[src/rtl/mem_port_arbiter.sv]
`default_nettype none
// ============================================================================
// Module      : mem_port_arbiter
// Description : Shares one variable-latency memory port between the fetch
//               stage (instruction reads) and the memory stage (loads and
//               stores). Data accesses win arbitration unless fetch has been
//               passed over STARVE_LIMIT times in a row. The winning request
//               is registered onto the port, held until mem_ready, and the
//               result is returned as a one-cycle valid pulse.
//
// Ports       : clk, rst        - rising-edge clock, async active-low reset
//               if_req/if_addr  - fetch request and address (held to if_valid)
//               if_flush        - redirect; squashes the pending fetch result
//               if_rdata        - fetched instruction (32 bits)
//               if_valid        - fetch response pulse
//               if_stall        - fetch waiting (combinational)
//               d_req/d_we/d_size/d_addr/d_wdata - data request fields
//               d_rdata         - load data (0 for stores)
//               d_valid         - data response pulse
//               d_stall         - data access waiting (combinational)
//               mem_req/mem_we/mem_size/mem_addr/mem_wdata - port request
//               mem_ready       - port completes the access this cycle
//               mem_rdata       - port read data, valid with mem_ready
//
// Revision    : 1.0 - initial release
// ============================================================================
module mem_port_arbiter #(
    parameter int ADDR_W       = 64,
    parameter int STARVE_LIMIT = 4
) (
    input  logic              clk,
    input  logic              rst,
    // fetch stage
    input  logic              if_req,
    input  logic [ADDR_W-1:0] if_addr,
    input  logic              if_flush,
    output logic [31:0]       if_rdata,
    output logic              if_valid,
    output logic              if_stall,
    // memory stage
    input  logic              d_req,
    input  logic              d_we,
    input  logic [1:0]        d_size,
    input  logic [ADDR_W-1:0] d_addr,
    input  logic [63:0]       d_wdata,
    output logic [63:0]       d_rdata,
    output logic              d_valid,
    output logic              d_stall,
    // shared memory port
    output logic              mem_req,
    output logic              mem_we,
    output logic [1:0]        mem_size,
    output logic [ADDR_W-1:0] mem_addr,
    output logic [63:0]       mem_wdata,
    input  logic              mem_ready,
    input  logic [63:0]       mem_rdata
);

    // ------------------------------------------------------------------
    // State encoding
    // ------------------------------------------------------------------
    localparam logic [2:0] c_IDLE    = 3'd0;
    localparam logic [2:0] c_ISSUE_I = 3'd1;
    localparam logic [2:0] c_ISSUE_D = 3'd2;
    localparam logic [2:0] c_RESP_I  = 3'd3;
    localparam logic [2:0] c_RESP_D  = 3'd4;

    localparam logic [3:0] c_STARVE_LIMIT = 4'(STARVE_LIMIT);
    localparam logic [1:0] c_SIZE_WORD    = 2'b10;

    logic [2:0]        r_state;
    logic [2:0]        w_nextState;
    logic [3:0]        r_starveCnt;
    logic              r_kill;

    logic              w_grantD;
    logic              w_grantI;
    logic              w_fetchDone;
    logic              w_dataDone;
    logic              w_squashFetch;

    logic              r_memReq;
    logic              r_memWe;
    logic [1:0]        r_memSize;
    logic [ADDR_W-1:0] r_memAddr;
    logic [63:0]       r_memWdata;
    logic [31:0]       r_ifRdata;
    logic [63:0]       r_dRdata;
    logic              r_ifValid;
    logic              r_dValid;

    // ------------------------------------------------------------------
    // State register
    // ------------------------------------------------------------------
    always_ff @(posedge clk or negedge rst) begin
        if (!rst) begin
            r_state <= c_IDLE;
        end else begin
            r_state <= w_nextState;
        end
    end

    // ------------------------------------------------------------------
    // Next state and arbitration. Arbitration happens only in IDLE, so a
    // requester can drop or change its request during its valid cycle.
    // ------------------------------------------------------------------
    always_comb begin
        w_nextState = r_state;
        w_grantD    = 1'b0;
        w_grantI    = 1'b0;
        case (r_state)
            c_IDLE: begin
                if (d_req && (!if_req || (r_starveCnt < c_STARVE_LIMIT))) begin
                    w_grantD    = 1'b1;
                    w_nextState = c_ISSUE_D;
                end else if (if_req) begin
                    w_grantI    = 1'b1;
                    w_nextState = c_ISSUE_I;
                end
            end
            c_ISSUE_I: begin
                if (mem_ready) begin
                    w_nextState = c_RESP_I;
                end
            end
            c_ISSUE_D: begin
                if (mem_ready) begin
                    w_nextState = c_RESP_D;
                end
            end
            c_RESP_I,
            c_RESP_D: begin
                w_nextState = c_IDLE;
            end
            default: begin
                w_nextState = c_IDLE;
            end
        endcase
    end

    // mem_ready outside ISSUE is ignored by construction.
    assign w_fetchDone = (r_state == c_ISSUE_I) && mem_ready;
    assign w_dataDone  = (r_state == c_ISSUE_D) && mem_ready;

    // A flush arriving on the completing cycle squashes the result as well.
    assign w_squashFetch = r_kill | if_flush;

    // ------------------------------------------------------------------
    // Starvation counter and fetch kill flag
    // ------------------------------------------------------------------
    always_ff @(posedge clk or negedge rst) begin
        if (!rst) begin
            r_starveCnt <= 4'd0;
            r_kill      <= 1'b0;
        end else begin
            if (w_grantI) begin
                r_starveCnt <= 4'd0;
            end else if (w_grantD) begin
                if (!if_req) begin
                    r_starveCnt <= 4'd0;
                end else if (r_starveCnt < c_STARVE_LIMIT) begin
                    r_starveCnt <= r_starveCnt + 4'd1;
                end
            end

            if (r_state == c_RESP_I) begin
                r_kill <= 1'b0;
            end else if ((r_state == c_ISSUE_I) && if_flush) begin
                r_kill <= 1'b1;
            end
        end
    end

    // ------------------------------------------------------------------
    // Port request and response registers
    // ------------------------------------------------------------------
    always_ff @(posedge clk or negedge rst) begin
        if (!rst) begin
            r_memReq   <= 1'b0;
            r_memWe    <= 1'b0;
            r_memSize  <= 2'b00;
            r_memAddr  <= '0;
            r_memWdata <= 64'd0;
            r_ifRdata  <= 32'd0;
            r_dRdata   <= 64'd0;
            r_ifValid  <= 1'b0;
            r_dValid   <= 1'b0;
        end else begin
            // Valid flags are single-cycle pulses.
            r_ifValid <= 1'b0;
            r_dValid  <= 1'b0;

            if (w_grantD) begin
                r_memReq   <= 1'b1;
                r_memWe    <= d_we;
                r_memSize  <= d_size;
                r_memAddr  <= d_addr;
                r_memWdata <= d_wdata;
            end else if (w_grantI) begin
                r_memReq   <= 1'b1;
                r_memWe    <= 1'b0;
                r_memSize  <= c_SIZE_WORD;
                r_memAddr  <= if_addr;
                r_memWdata <= 64'd0;
            end else if (w_fetchDone || w_dataDone) begin
                r_memReq <= 1'b0;
            end

            if (w_fetchDone && !w_squashFetch) begin
                r_ifRdata <= mem_rdata[31:0];
                r_ifValid <= 1'b1;
            end

            // The latched write enable decides load vs store, so the
            // requester's fields are not needed once the access is issued.
            if (w_dataDone) begin
                r_dRdata <= r_memWe ? 64'd0 : mem_rdata;
                r_dValid <= 1'b1;
            end
        end
    end

    // ------------------------------------------------------------------
    // Outputs. A flush in the response cycle still hides the pulse.
    // ------------------------------------------------------------------
    assign mem_req   = r_memReq;
    assign mem_we    = r_memWe;
    assign mem_size  = r_memSize;
    assign mem_addr  = r_memAddr;
    assign mem_wdata = r_memWdata;

    assign if_rdata  = r_ifRdata;
    assign if_valid  = r_ifValid & ~if_flush;
    assign d_rdata   = r_dRdata;
    assign d_valid   = r_dValid;

    assign if_stall  = if_req & ~if_valid;
    assign d_stall   = d_req & ~d_valid;

endmodule
`default_nettype wire
[config.mk]
export PLATFORM = sky130hd
export DESIGN_NAME = mem_port_arbiter
export DESIGN_NICKNAME = d
export VERILOG_FILES = /design/src/rtl/mem_port_arbiter.sv
export SDC_FILE = /design/constraint.sdc
export NUM_CORES = 1
export LEC_CHECK = 0
export ABC_AREA = 1
export ABC_CLOCK_PERIOD_IN_PS = 2000
export CORE_AREA = 2 2 191 193
export DETAILED_ROUTE_END_ITERATION = 6
export DIE_AREA = 0 0 193 195
export GPL_TIMING_DRIVEN = 0
export PLACE_DENSITY_LB_ADDON = 0.3
export SETUP_SLACK_MARGIN = 0.5
export SLEW_MARGIN = 30
export SYNTH_ARGS = -nofsm -noshare
export SYNTH_HDL_FRONTEND = slang
export SYNTH_SLANG_ARGS = --single-unit
[constraint.sdc]
create_clock -name clk -period 2 [get_ports clk]
set_input_delay 0.4 -clock clk [delete_from_list [all_inputs] [get_ports clk]]
set_output_delay 0.4 -clock clk [all_outputs]
set_load 0.01 [all_outputs]
Word-level counts from Yosys, hierarchy flattened
Cells that the tools add are included.

Eq/ne operators: 7. Multiplexer cells: 30. $add $sub $neg: 1. Order comparisons: 1. Reduce and logical (&&, ||, !) cells: 15. Bitwise logic cells: 7.

Operator list (count): 2-to-1 mux 64 bit (5); 2-to-1 mux 4 bit (4); 2-to-1 mux 1 bit (14); 2-to-1 mux 3 bit (4); one-hot mux 3 bit (3 select lines) (1); == test 3 x 2 -> 1 bit (second input constant) (2); logical AND 1 bit (5); adder 4 x 1 -> 4 bit (second input constant) (1); less-than comparator 4 x 3 -> 1 bit (second input constant) (1); 2-to-1 mux 2 bit (2); inequality test 2 bit (second input constant) (2); nonzero test 2 bit (2); AND 1 bit (3); == test 3 x 1 -> 1 bit (second input constant) (1); zero test 3 bit (1); inequality test 3 x 1 -> 1 bit (second input constant) (1); inequality test 3 bit (second input constant) (1); NOT 1 bit (3); AND reduction 3 bit (1); nonzero test 3 bit (1); zero test 1 bit (2); logical OR 1 bit (2); AND reduction 2 bit (1); bitwise OR 1 bit (1).

Input bits: 265. Register bits after elaboration: 238. Logic and storage cells: 73. Output and inout bits: 232.

Logic depth before layout (Yosys ltp)
Depth after elaboration: 7. Mapped depth: 10. Depth with buffers taken out: 8.

Worst setup path after synthesis
Ideal clock, no wire load.

Path kind: input port to flip-flop. From: in d_req. To: reg r_memAddr[21], in the netlist mem_addr[21]. Cell stages on the path: 8. Slack: 583 ps. Arrival: 1300 ps. Data required time: 1883 ps. Path through: buf_2 -> inv_2 -> a21oi_2 -> inv_2 -> buf_2 -> buf_2 -> nand2_1 -> nand2_1.

Longest elaborated chain between the ends: 4. Elaborated cells on any way between the ends: 7.

Ends and longest elaborated chain: start, declared (line 41) `input logic d_req,`; logical AND 1 bit * (line 113) `if (d_req && (!if_req || (r_starveCnt < c_STARVE_LIMIT))) begin`; 2-to-1 mux 1 bit (line 113); 2-to-1 mux 1 bit (line 111) `case (r_state)`; 2-to-1 mux 64 bit or nonzero test 2 bit (tied branches); end signal, assigned (line 197) `r_memAddr <= d_addr;`; end signal, assigned (line 203) `r_memAddr <= if_addr;`; end, declared (line 85) `logic [ADDR_W-1:0] r_memAddr;`.

Every way passes the cells marked *; elsewhere a longest branch is shown, timed or not. A chain may end at the register's enable or synchronous reset.

Worst setup path in the final report
From: in if_flush. To: out if_stall.

Longest elaborated chain between the ends: 4.

Ends and longest elaborated chain: start, declared (line 36) `input logic if_flush,`; NOT 1 bit (line 233) `assign if_valid = r_ifValid & ~if_flush;`; AND 1 bit (line 233); NOT 1 bit (line 237) `assign if_stall = if_req & ~if_valid;`; AND 1 bit (line 237); end, declared (line 39) `output logic if_stall,`.

No other way between the ends.

==> flow_summary.json <==
{
  "place_area_um2": 15900,
  "grt_max_degree": 81,
  "cts_inserted_buffers": 27,
  "whs_ns": 0.2773,
  "critical_path.max_stage_delay_ns": 0.48,
  "finalCritPeriodShare": 0.8272,
  "tightest_slew_ns": 0.4619,
  "ant_nets": 0,
  "synth.most_common_cell": "nand2_1",
  "cts_tree": "done",
  "clk_pin_slew_ns": 0.06,
  "cts_sinks": 238,
  "cts_htree_levels": 1,
  "crit_path_end_kind": "output port",
  "seq_area_um2": 5956,
  "fin_nets": 2146,
  "clockBufferDepth": 3,
  "yosys.area.top_type": "dfrtp_1",
  "power.leakage_nw": 9.375,
  "utilization": 0.5014,
  "final_cells": 2362,
  "yosysUniqueCellTypes": 23,
  "cts_root_buf": "clkbuf_16",
  "crit_buf_inv": 2,
  "first_iter_violations": 379,
  "via_count": 10630,
  "finalSetupViolCount": 0,
  "yosysWarnings": 0,
  "core_area_um2": 35400,
  "antenna_found_initial": 5,
  "routed_wl_mm": 42.02,
  "path_delay_family": "buffers and inverters",
  "gp_congestion": 0.8498,
  "stdcell_area_um2": 17750,
  "max-cap-violations": 0,
  "synth_edf_count": 0,
  "setup_slack_ns": 0.3457,
  "dpl.hpwl_mm": 30.55,
  "synth_common_cells": "nand2_1, dfrtp_1, o21ai_0, inv_1, nand4_1",
  "status": "finished, final reports clean",
  "initial_core_util": 0.2904,
  "synth-async-reset-ratio": 1.000,
  "slew_headroom": 0.6920,
  "worstRegToRegCells": 8,
  "fin_setup_tns_ns": 0,
  "worstPathArrival_ns": 1.25,
  "num_rows": 69,
  "die_h_um": 195,
  "portBuffers": 495,
  "areaGrowthSynthToFinish_pct": 72.65,
  "grt_pass1_wl_mm": 60.78,
  "critPathRequiredTime_ns": 1.60,
  "pre_cts_ws_ns": -0.6101,
  "finalClockSkew_ns": 0.01113,
  "multi_input_area_um2": 3936,
  "dieArea_um2": 37640,
  "syn_nets": 1546,
  "cp_slowest_cell": "clkdlybuf4s50_1",
  "p_total_mw": 26.27,
  "vdd_drop_max_mv": 0.8968,
  "cp_num_cells": 4,
  "overflow": 0,
  "grt_pass1_vias": 10620,
  "min-delay-path-class": "in2async",
  "clock_latency_ns": 0.54,
  "fin_crit_ns": 1.654,
  "final_max_slew_viol_count": 0,
  "ys_ff_latch": 238,
  "synth-seq-area-share": 0.5794,
  "critPathKind": "in2out",
  "avgViaCountPerCell": 4.501,
  "drt_pre_antenna_iters": 4,
  "path_cells": "clkdlybuf4s50_1 > nor2_4 > nor2_1 > buf_4",
  "synth.top_cell.area_share": 0.5794,
  "path_max_fanout": 2,
  "fmax_ghz": 0.6045,
  "p_per_area_nw_per_um2": 1480,
  "synthTopCellsByArea": "dfrtp_1, nand2_1, o21ai_0",
  "syn_area_per_cell_um2": 8.031,
  "synth_cells": 1280,
  "finalHoldViolations": 0,
  "rsz0062_at_grt": "true",
  "wire_per_inst_um": 17.79,
  "ios": 497,
  "post-place-cells": 2239,
  "start_kind": "input pin",
  "netlist_area_um2": 10280,
  "grt_use_total": 0.2088,
  "drcViolationCount": 0,
  "fillers": 3394,
  "die_x_um": 193,
  "ys.flop_type": "dfrtp_1",
  "layout-drive-gt1-share": 0.2816
}
==> repair_timing <==
action / CTS / global route
hold buffers: 1 / 0
endpoints found under the hold margin: 25 / 0
gates cloned: 5 / 10
pin swaps: 6 / 30
endpoints found under the setup margin: 441 / 470
resized for setup: 441 / 799
setup buffers: 10 / 47
==> power by group <==
group / total, mW / switching, mW / internal, mW
sequential: 8.20 / 1.29 / 6.91
combinational: 12.9 / 6.73 / 6.17
clock: 5.17 / 2.03 / 3.14
==> metal layers <==
layer	GRT usage	routed length (um)	share of wire	up-vias
li1	-	-	-	5169
met4	0.06538	1012	0.024	8
met2	0.3694	20910	0.50	372
met5	0	59	0.0014	-
met3	0.07854	4493	0.11	69
met1	0.2300	15550	0.37	5013
==> final cells by class <==
class,instances,share of cell area
Clock buffer,39,0.04286
Sequential cell,238,0.3356
Antenna cell,1,0.0001410
Inverter,116,0.02496
Tap cell,461,0.03250
Buffer,80,0.04272
Timing Repair Buffer,570,0.2906
Clock inverter,10,0.008460
Timing Repair inverter,1,0.0004230
Multi-Input combinational cell,846,0.2218
==> state kept, by name, summed over array words and instances, names as in the netlist <==
name	cells
d_valid	1
r_kill	1
r_ifValid	1
mem_addr	64
mem_size	2
r_starveCnt	4
r_state	3
mem_req	1
mem_we	1
d_rdata	64
mem_wdata	64
if_rdata	32
==> cells by family after synthesis <==
group                      after synthesis  share of synthesized area
xor gates and xnor gates                 1                  0.0008522
adders and majority gates                1                   0.001217
buffers and inverters                  196                    0.07644
AOI/OAI and AO/OA                      137                    0.06755
DFF                                    238                     0.5794
and+or+nand+nor                        707                     0.2746
==> final timing paths <==
check                                 end  slack [ns]    startpoint
hold / removal               mem_addr[60]        0.28           rst
setup / recovery                 if_stall        0.35      if_flush
hold reg to reg              mem_addr[49]        0.47  mem_addr[49]
max in group asynchronous    mem_wdata[0]        0.67           rst
setup reg to reg            mem_wdata[15]        0.38    r_state[1]
min in group clk           r_starveCnt[2]        0.40        if_req
==> cells in the final DEF, fill, tap and decap left out, drive strengths merged, types with 2 or more instances in the layout <==
cell type	instances
nand2	606
clkdlybuf4s50	261
clkbuf	239
dfrtp	238
buf	187
o21ai	132
inv	116
nand4	58
nor2	37
clkinv	6
nand3	5
bufinv	4
o22ai	2
a21oi	2
Power figures use the tool's default switching activity.
